==> src/rtl/alu_pipe.sv <==
// Registered WIDTH-bit ALU with valid/ready handshake and a stored carry flag for ADC/SBB chaining.
// Define ALU_ROTATE_EN to enable ROL/ROR (opcodes 1100/1101); otherwise those opcodes are illegal.
module alu_pipe #(
  parameter  int WIDTH = 8,
  localparam int SHW   = $clog2(WIDTH)
) (
  input  logic             clk,
  input  logic             rst,
  input  logic             in_valid,
  output logic             in_ready,
  input  logic [WIDTH-1:0] a,
  input  logic [WIDTH-1:0] b,
  input  logic [3:0]       op,
  output logic             out_valid,
  input  logic             out_ready,
  output logic [WIDTH-1:0] result,
  output logic             carry,
  output logic             zero,
  output logic             neg,
  output logic             ovf,
  output logic             illegal
);

  localparam logic [3:0] OP_ADD  = 4'b0000;
  localparam logic [3:0] OP_SUB  = 4'b0001;
  localparam logic [3:0] OP_AND  = 4'b0010;
  localparam logic [3:0] OP_OR   = 4'b0011;
  localparam logic [3:0] OP_XOR  = 4'b0100;
  localparam logic [3:0] OP_NOT  = 4'b0101;
  localparam logic [3:0] OP_SHL  = 4'b0110;
  localparam logic [3:0] OP_SHR  = 4'b0111;
  localparam logic [3:0] OP_ADC  = 4'b1000;
  localparam logic [3:0] OP_SBB  = 4'b1001;
  localparam logic [3:0] OP_SAR  = 4'b1010;
  localparam logic [3:0] OP_PASS = 4'b1011;
`ifdef ALU_ROTATE_EN
  localparam logic [3:0] OP_ROL  = 4'b1100;
  localparam logic [3:0] OP_ROR  = 4'b1101;
`endif

  logic             out_valid_q;
  logic [WIDTH-1:0] result_q, result_d;
  logic             carry_q, carry_d;
  logic             zero_q, neg_q;
  logic             ovf_q, ovf_d;
  logic             illegal_q, illegal_d;
  logic             cf_q;
  logic             cf_upd;

  logic             accept;
  logic [SHW-1:0]   n;
  logic [WIDTH-1:0] b_eff;
  logic             cin;
  logic [WIDTH:0]   sum;
  logic             ovf_arith;
  logic [WIDTH:0]   shl_w, shr_w, sar_w;

  assign in_ready = !out_valid_q || out_ready;
  assign accept   = in_valid && in_ready;
  assign n        = b[SHW-1:0];

  // One adder serves ADD/SUB/ADC/SBB; subtraction is a + ~b + carry-in.
  assign b_eff = (op == OP_SUB || op == OP_SBB) ? ~b : b;
  assign cin   = (op == OP_SUB) ? 1'b1 : ((op == OP_ADC || op == OP_SBB) ? cf_q : 1'b0);
  assign sum   = {1'b0, a} + {1'b0, b_eff} + {{WIDTH{1'b0}}, cin};
  assign ovf_arith = (a[WIDTH-1] == b_eff[WIDTH-1]) && (sum[WIDTH-1] != a[WIDTH-1]);

  // The extra bit of each shift vector catches the last bit shifted out.
  assign shl_w = {1'b0, a} << n;
  assign shr_w = {a, 1'b0} >> n;
  assign sar_w = $signed({a, 1'b0}) >>> n;

`ifdef ALU_ROTATE_EN
  logic [SHW-1:0]   rot_n;
  logic [WIDTH-1:0] rol_r, ror_r;
  assign rot_n = SHW'(32'(n) % WIDTH);
  assign rol_r = (a << rot_n) | (a >> (WIDTH - 32'(rot_n)));
  assign ror_r = (a >> rot_n) | (a << (WIDTH - 32'(rot_n)));
`endif

  always_comb begin
    result_d  = '0;
    carry_d   = 1'b0;
    ovf_d     = 1'b0;
    illegal_d = 1'b0;
    cf_upd    = 1'b0;
    case (op)
      OP_ADD, OP_SUB, OP_ADC, OP_SBB: begin
        result_d = sum[WIDTH-1:0];
        carry_d  = sum[WIDTH];
        ovf_d    = ovf_arith;
        cf_upd   = 1'b1;
      end
      OP_AND:  result_d = a & b;
      OP_OR:   result_d = a | b;
      OP_XOR:  result_d = a ^ b;
      OP_NOT:  result_d = ~a;
      OP_PASS: result_d = b;
      OP_SHL: begin
        result_d = shl_w[WIDTH-1:0];
        carry_d  = shl_w[WIDTH];
        cf_upd   = 1'b1;
      end
      OP_SHR: begin
        result_d = shr_w[WIDTH:1];
        carry_d  = shr_w[0];
        cf_upd   = 1'b1;
      end
      OP_SAR: begin
        result_d = sar_w[WIDTH:1];
        carry_d  = sar_w[0];
        cf_upd   = 1'b1;
      end
`ifdef ALU_ROTATE_EN
      OP_ROL: begin
        result_d = rol_r;
        carry_d  = (n != '0) && rol_r[0];
      end
      OP_ROR: begin
        result_d = ror_r;
        carry_d  = (n != '0) && ror_r[WIDTH-1];
      end
`endif
      default: illegal_d = 1'b1;
    endcase
  end

  always_ff @(posedge clk) begin
    if (rst) begin
      out_valid_q <= 1'b0;
      result_q    <= '0;
      carry_q     <= 1'b0;
      zero_q      <= 1'b0;
      neg_q       <= 1'b0;
      ovf_q       <= 1'b0;
      illegal_q   <= 1'b0;
      cf_q        <= 1'b0;
    end else if (accept) begin
      out_valid_q <= 1'b1;
      result_q    <= result_d;
      carry_q     <= carry_d;
      zero_q      <= (result_d == '0);
      neg_q       <= result_d[WIDTH-1];
      ovf_q       <= ovf_d;
      illegal_q   <= illegal_d;
      if (cf_upd) cf_q <= carry_d;
    end else if (out_ready) begin
      out_valid_q <= 1'b0;
    end
  end

  assign out_valid = out_valid_q;
  assign result    = result_q;
  assign carry     = carry_q;
  assign zero      = zero_q;
  assign neg       = neg_q;
  assign ovf       = ovf_q;
  assign illegal   = illegal_q;

endmodule

==> config.mk <==
export PLATFORM = sky130hd
export DESIGN_NAME = alu_pipe
export DESIGN_NICKNAME = d
export VERILOG_FILES = /design/src/rtl/alu_pipe.sv
export SDC_FILE = /design/constraint.sdc
export NUM_CORES = 1
export LEC_CHECK = 0
export ABC_AREA = 1
export CAP_MARGIN = 20
export CORE_UTILIZATION = 27
export CTS_BUF_LIST = sky130_fd_sc_hd__clkbuf_2
export DETAILED_ROUTE_END_ITERATION = 8
export DONT_BUFFER_PORTS = 1
export GPL_TIMING_DRIVEN = 0
export MAX_ROUTING_LAYER = met4
export PLACE_DENSITY = 0.42
export SLEW_MARGIN = 25
export SYNTH_ARGS = -nofsm -noshare
export SYNTH_HDL_FRONTEND = slang
export SYNTH_SLANG_ARGS = --single-unit
==> constraint.sdc <==
create_clock -name clk -period 2.8 [get_ports clk]
set_input_delay 0.28 -clock clk [delete_from_list [all_inputs] [get_ports clk]]
set_output_delay 0.28 -clock clk [all_outputs]
set_load 0.01 [all_outputs]
==> metrics.md <==
| Metric | Value |
|---|---|
| Critical path class | primary input to flop |
| Iteration-0 DRC count of the detailed router | 150 |
| Critical Path Start Type | primary input |
| Floorplan core area | 8300 um^2 |
| Final Critical Period | about 2.6 ns |
| Least setup slack across all paths after layout | about 0.25 ns |
| Hold Buf Count CTS | 0 |
| Proportion of synthesized flip-flops having asynchronous set or reset | 0% |
| Detailed-router iteration count before antenna repair | 4 |
| Detail Placement HPWL | roughly 6800 um |
| Cell taking the most area after synthesis | sky130_fd_sc_hd__nand2_1 |
| Sequential cell area fraction in the yosys report | approximately 12% |
| Measured slew at the worst slew-check pin | about 0.64 ns |
| Top layer reached by signal wires | met4 |
| Routed Wire Length | around 8400 um |
| Initial antenna violation count | 0 |
| Number of buffers inserted by port buffering | 0 |
| Std cell rows | 33 |
| Layout area overhead | 6.72% |
| Width of the die | 94.9 um |
| Post-route antenna net violation count | 0 |
| Clock Skews | 0.00243 ns |
| Share of layout cells above drive strength 1 | roughly 5.3% |
| Number of CTS-inserted buffers | 3 |
| Synth top area share | between 20 and 25% |
| Boundary Pins | 39 |
| Most numerous cell in the Yosys netlist | sky130_fd_sc_hd__nand2_1 |
| N_diodes | 0 |
| Number of maximum-capacitance violations | 0 |
| Via-to-Cell Ratio | slightly below 5 |
| Final Setup Violations | 0 |
| Routed wire length on met2 | 3910 um |
| Number of buffers on the longest clock path | 2 |
| Final std cell area, no fill | approximately 2500 um^2 |
| Global placement routability congestion | between 0.9 and 1 |
| Routed wire per std cell | approximately 16 um |
| Unrepaired setup endpoints after global routing | no |
| Height of the die | between 90 and 100 um |
| Req. time, crit path | about 3.0 ns |
| Power per unit of standard cell area | roughly 260 nW/um^2 |
| Peak supply drop | 0.105 mV |
| Result of the run | completed |
| Normalized max-slew margin | between 50 and 60% |
| Detailed-routed wire length on met3 | between 500 and 600 um |
| Synthesized Nets | between 400 and 500 |
| Clock slew seen by the registers of the worst setup and hold paths | between 0.1 and 0.15 ns |
| Number of enable-type register cells in the synthesized netlist | 0 |
| Overflow left after global routing | 0 |
| Global-route wire length before repair | 13,400 um |
| Worst slack at placement | -0.437 ns |
| Slew Viols, Final | 0 |
| Synth cell types | 27 |
| Via count | 2,596 |
| Maximum number of pins on one net before global-route repair | 11 |
| Most used flip-flop cell after synthesis | sky130_fd_sc_hd__dfxtp_1 |
| Number of warning messages in the yosys log | 0 |
| Endpoints failing hold | 0 |
| Element type at the critical path end | flop |
| Dominant cells by area after synthesis | sky130_fd_sc_hd__nand2_1, sky130_fd_sc_hd__nand3_1, sky130_fd_sc_hd__ha_1 |
| Count of clock tree sinks | 14 |
| Data arrival time of the critical path | about 2.8 ns |
| List of most frequent post-synthesis cells | sky130_fd_sc_hd__nand2_1, sky130_fd_sc_hd__nand3_1, sky130_fd_sc_hd__nor2_1, sky130_fd_sc_hd__inv_1, sky130_fd_sc_hd__ha_1 |
| Post-route DRC | 0 |
| Total of flip-flops plus latches after synthesis | 14 |
| Buffers inserted by post-CTS timing repair | 0 |
| Highest fanout seen on the critical path | 10 |
| Tot Pwr | roughly 650 uW |
| Instance count of the mapped netlist | between 400 and 500 |
| Overall die area | around 9000 um^2 |
| Via count of the first global-routing pass | 2,483 |
| Max Fclk | 0.392 GHz |
| Clk Tree Root Cell | sky130_fd_sc_hd__clkbuf_2 |
| Met1 WL | 3870 um |
| Clock tree from TritonCTS | done |
| Worst min path class | primary input to flop |
| Level count of the clock H-tree | 1 |
| Post-route clock period utilization | a little over 90% |
| Syn Std Cell Area | between 2000 and 2500 um^2 |
| Effective utilization at floorplan | between 20 and 30% |
| Area after detailed placement | ~2500 um^2 |
| Average cell area after synthesis | between 5 and 6 um^2 |
| Cell leakage power | approximately 1.4 nW |
| All-Layer GR Usage | ~20% |
| Final nets | roughly 480 |
| Clock latency reported for the late side of the worst-skew pair | 0.26 ns |
## logic make-up after synthesis
group / after synthesis / synth area share (%)
fa+ha+maj: 26 / 14.6
compound gates: 39 / 9.30
simple gates: 278 / 50.4
buf+inv: 62 / 10.6
xor+xnor: 8 / 3.01
flops: 14 / 12.0
## per-layer routing
layer / up-vias / track usage, %
met3: 4 / 2.98
met4: 0 / 2.02
li1: 1375 / -
met1: 1163 / 27.0
met5: - / -
met2: 54 / 33.6
## where the power goes
| part | internal (mW) | switching (mW) |
|---|---|---|
| combinational | 0.111 | 0.218 |
| sequential | 0.214 | 0.0172 |
| clock | 0.0292 | 0.0579 |
## cells in the final DEF (no fill, tap or decap), drive strengths merged
cell type / instances
a32oi: 1
o211a: 1
o21ai: 18
ha: 24
nand3b: 4
nand3: 63
inv: 51
a21boi: 1
nor2: 60
xor2: 8
nand4: 4
buf: 9
and3: 1
nor3: 5
nand2: 141
fa: 2
a21oi: 14
dfxtp: 14
clkbuf: 5
o211ai: 4
## state kept, by name (all words and copies together) (netlist names)
signal and cells:
result 8, ovf 1, zero 1, carry 1, out_valid 1, cf_q 1
illegal 1
## layout make-up
| type | instances | area (um^2) |
|---|---|---|
| Sequential cell | 14 | 280 |
| Inverter | 51 | 191 |
| Clock buffer | 3 | 15.0 |
| Fill cell | 958 | 5810 |
| Tap cell | 105 | 131 |
| Multi-Input combinational cell | 351 | 1810 |
| Buffer | 11 | 58.8 |
## path summary, 6_finish.rpt
check | to | cells after the start | start | slack [ns]
worst max-delay path | zero | 16 | op[1] | 0.25
worst min-delay path | illegal | 2 | op[2] | 0.19
worst max register to register | zero | 14 | cf_q | 0.37
worst min register to register | zero | 2 | zero | 0.52
## through the flow
stage | setup TNS, ns | instances | utilization (%) | hold WS, ns
finish | 0 | 535 | 29.9 | 0.185
global route | 0 | 535 | 29.9 | 0.180
CTS | 0 | 535 | 29.9 | 0.174
detailed placement | -2.13 | 532 | 29.6 | 0.468
global placement | -2.24 | 532 | 29.6 | 0.466
floorplan | 0 | 427 | - | 0.436
## worst max-delay path, cell delays in order
cell                      delay, ns
sky130_fd_sc_hd__nor2_1        0.14
sky130_fd_sc_hd__buf_4         0.24
sky130_fd_sc_hd__nand2_4       0.15
sky130_fd_sc_hd__xor2_1        0.21
sky130_fd_sc_hd__fa_1          0.26
sky130_fd_sc_hd__inv_1         0.07
sky130_fd_sc_hd__fa_1          0.40
sky130_fd_sc_hd__nor2_1        0.16
sky130_fd_sc_hd__nor3_1        0.06
sky130_fd_sc_hd__o21ai_0       0.08
sky130_fd_sc_hd__nand2_1       0.09
sky130_fd_sc_hd__a21oi_1       0.23
sky130_fd_sc_hd__nand2_1       0.08
sky130_fd_sc_hd__nor2_1        0.11
sky130_fd_sc_hd__nand3_1       0.08
sky130_fd_sc_hd__a21oi_1       0.11
## repair_timing
item                       4_1_cts  5_1_grt
cloned                           0        0
resized for setup                1        3
setup endpoints to repair        2        4
hold endpoints to repair         0        0
(Power assumes the default switching activity.)
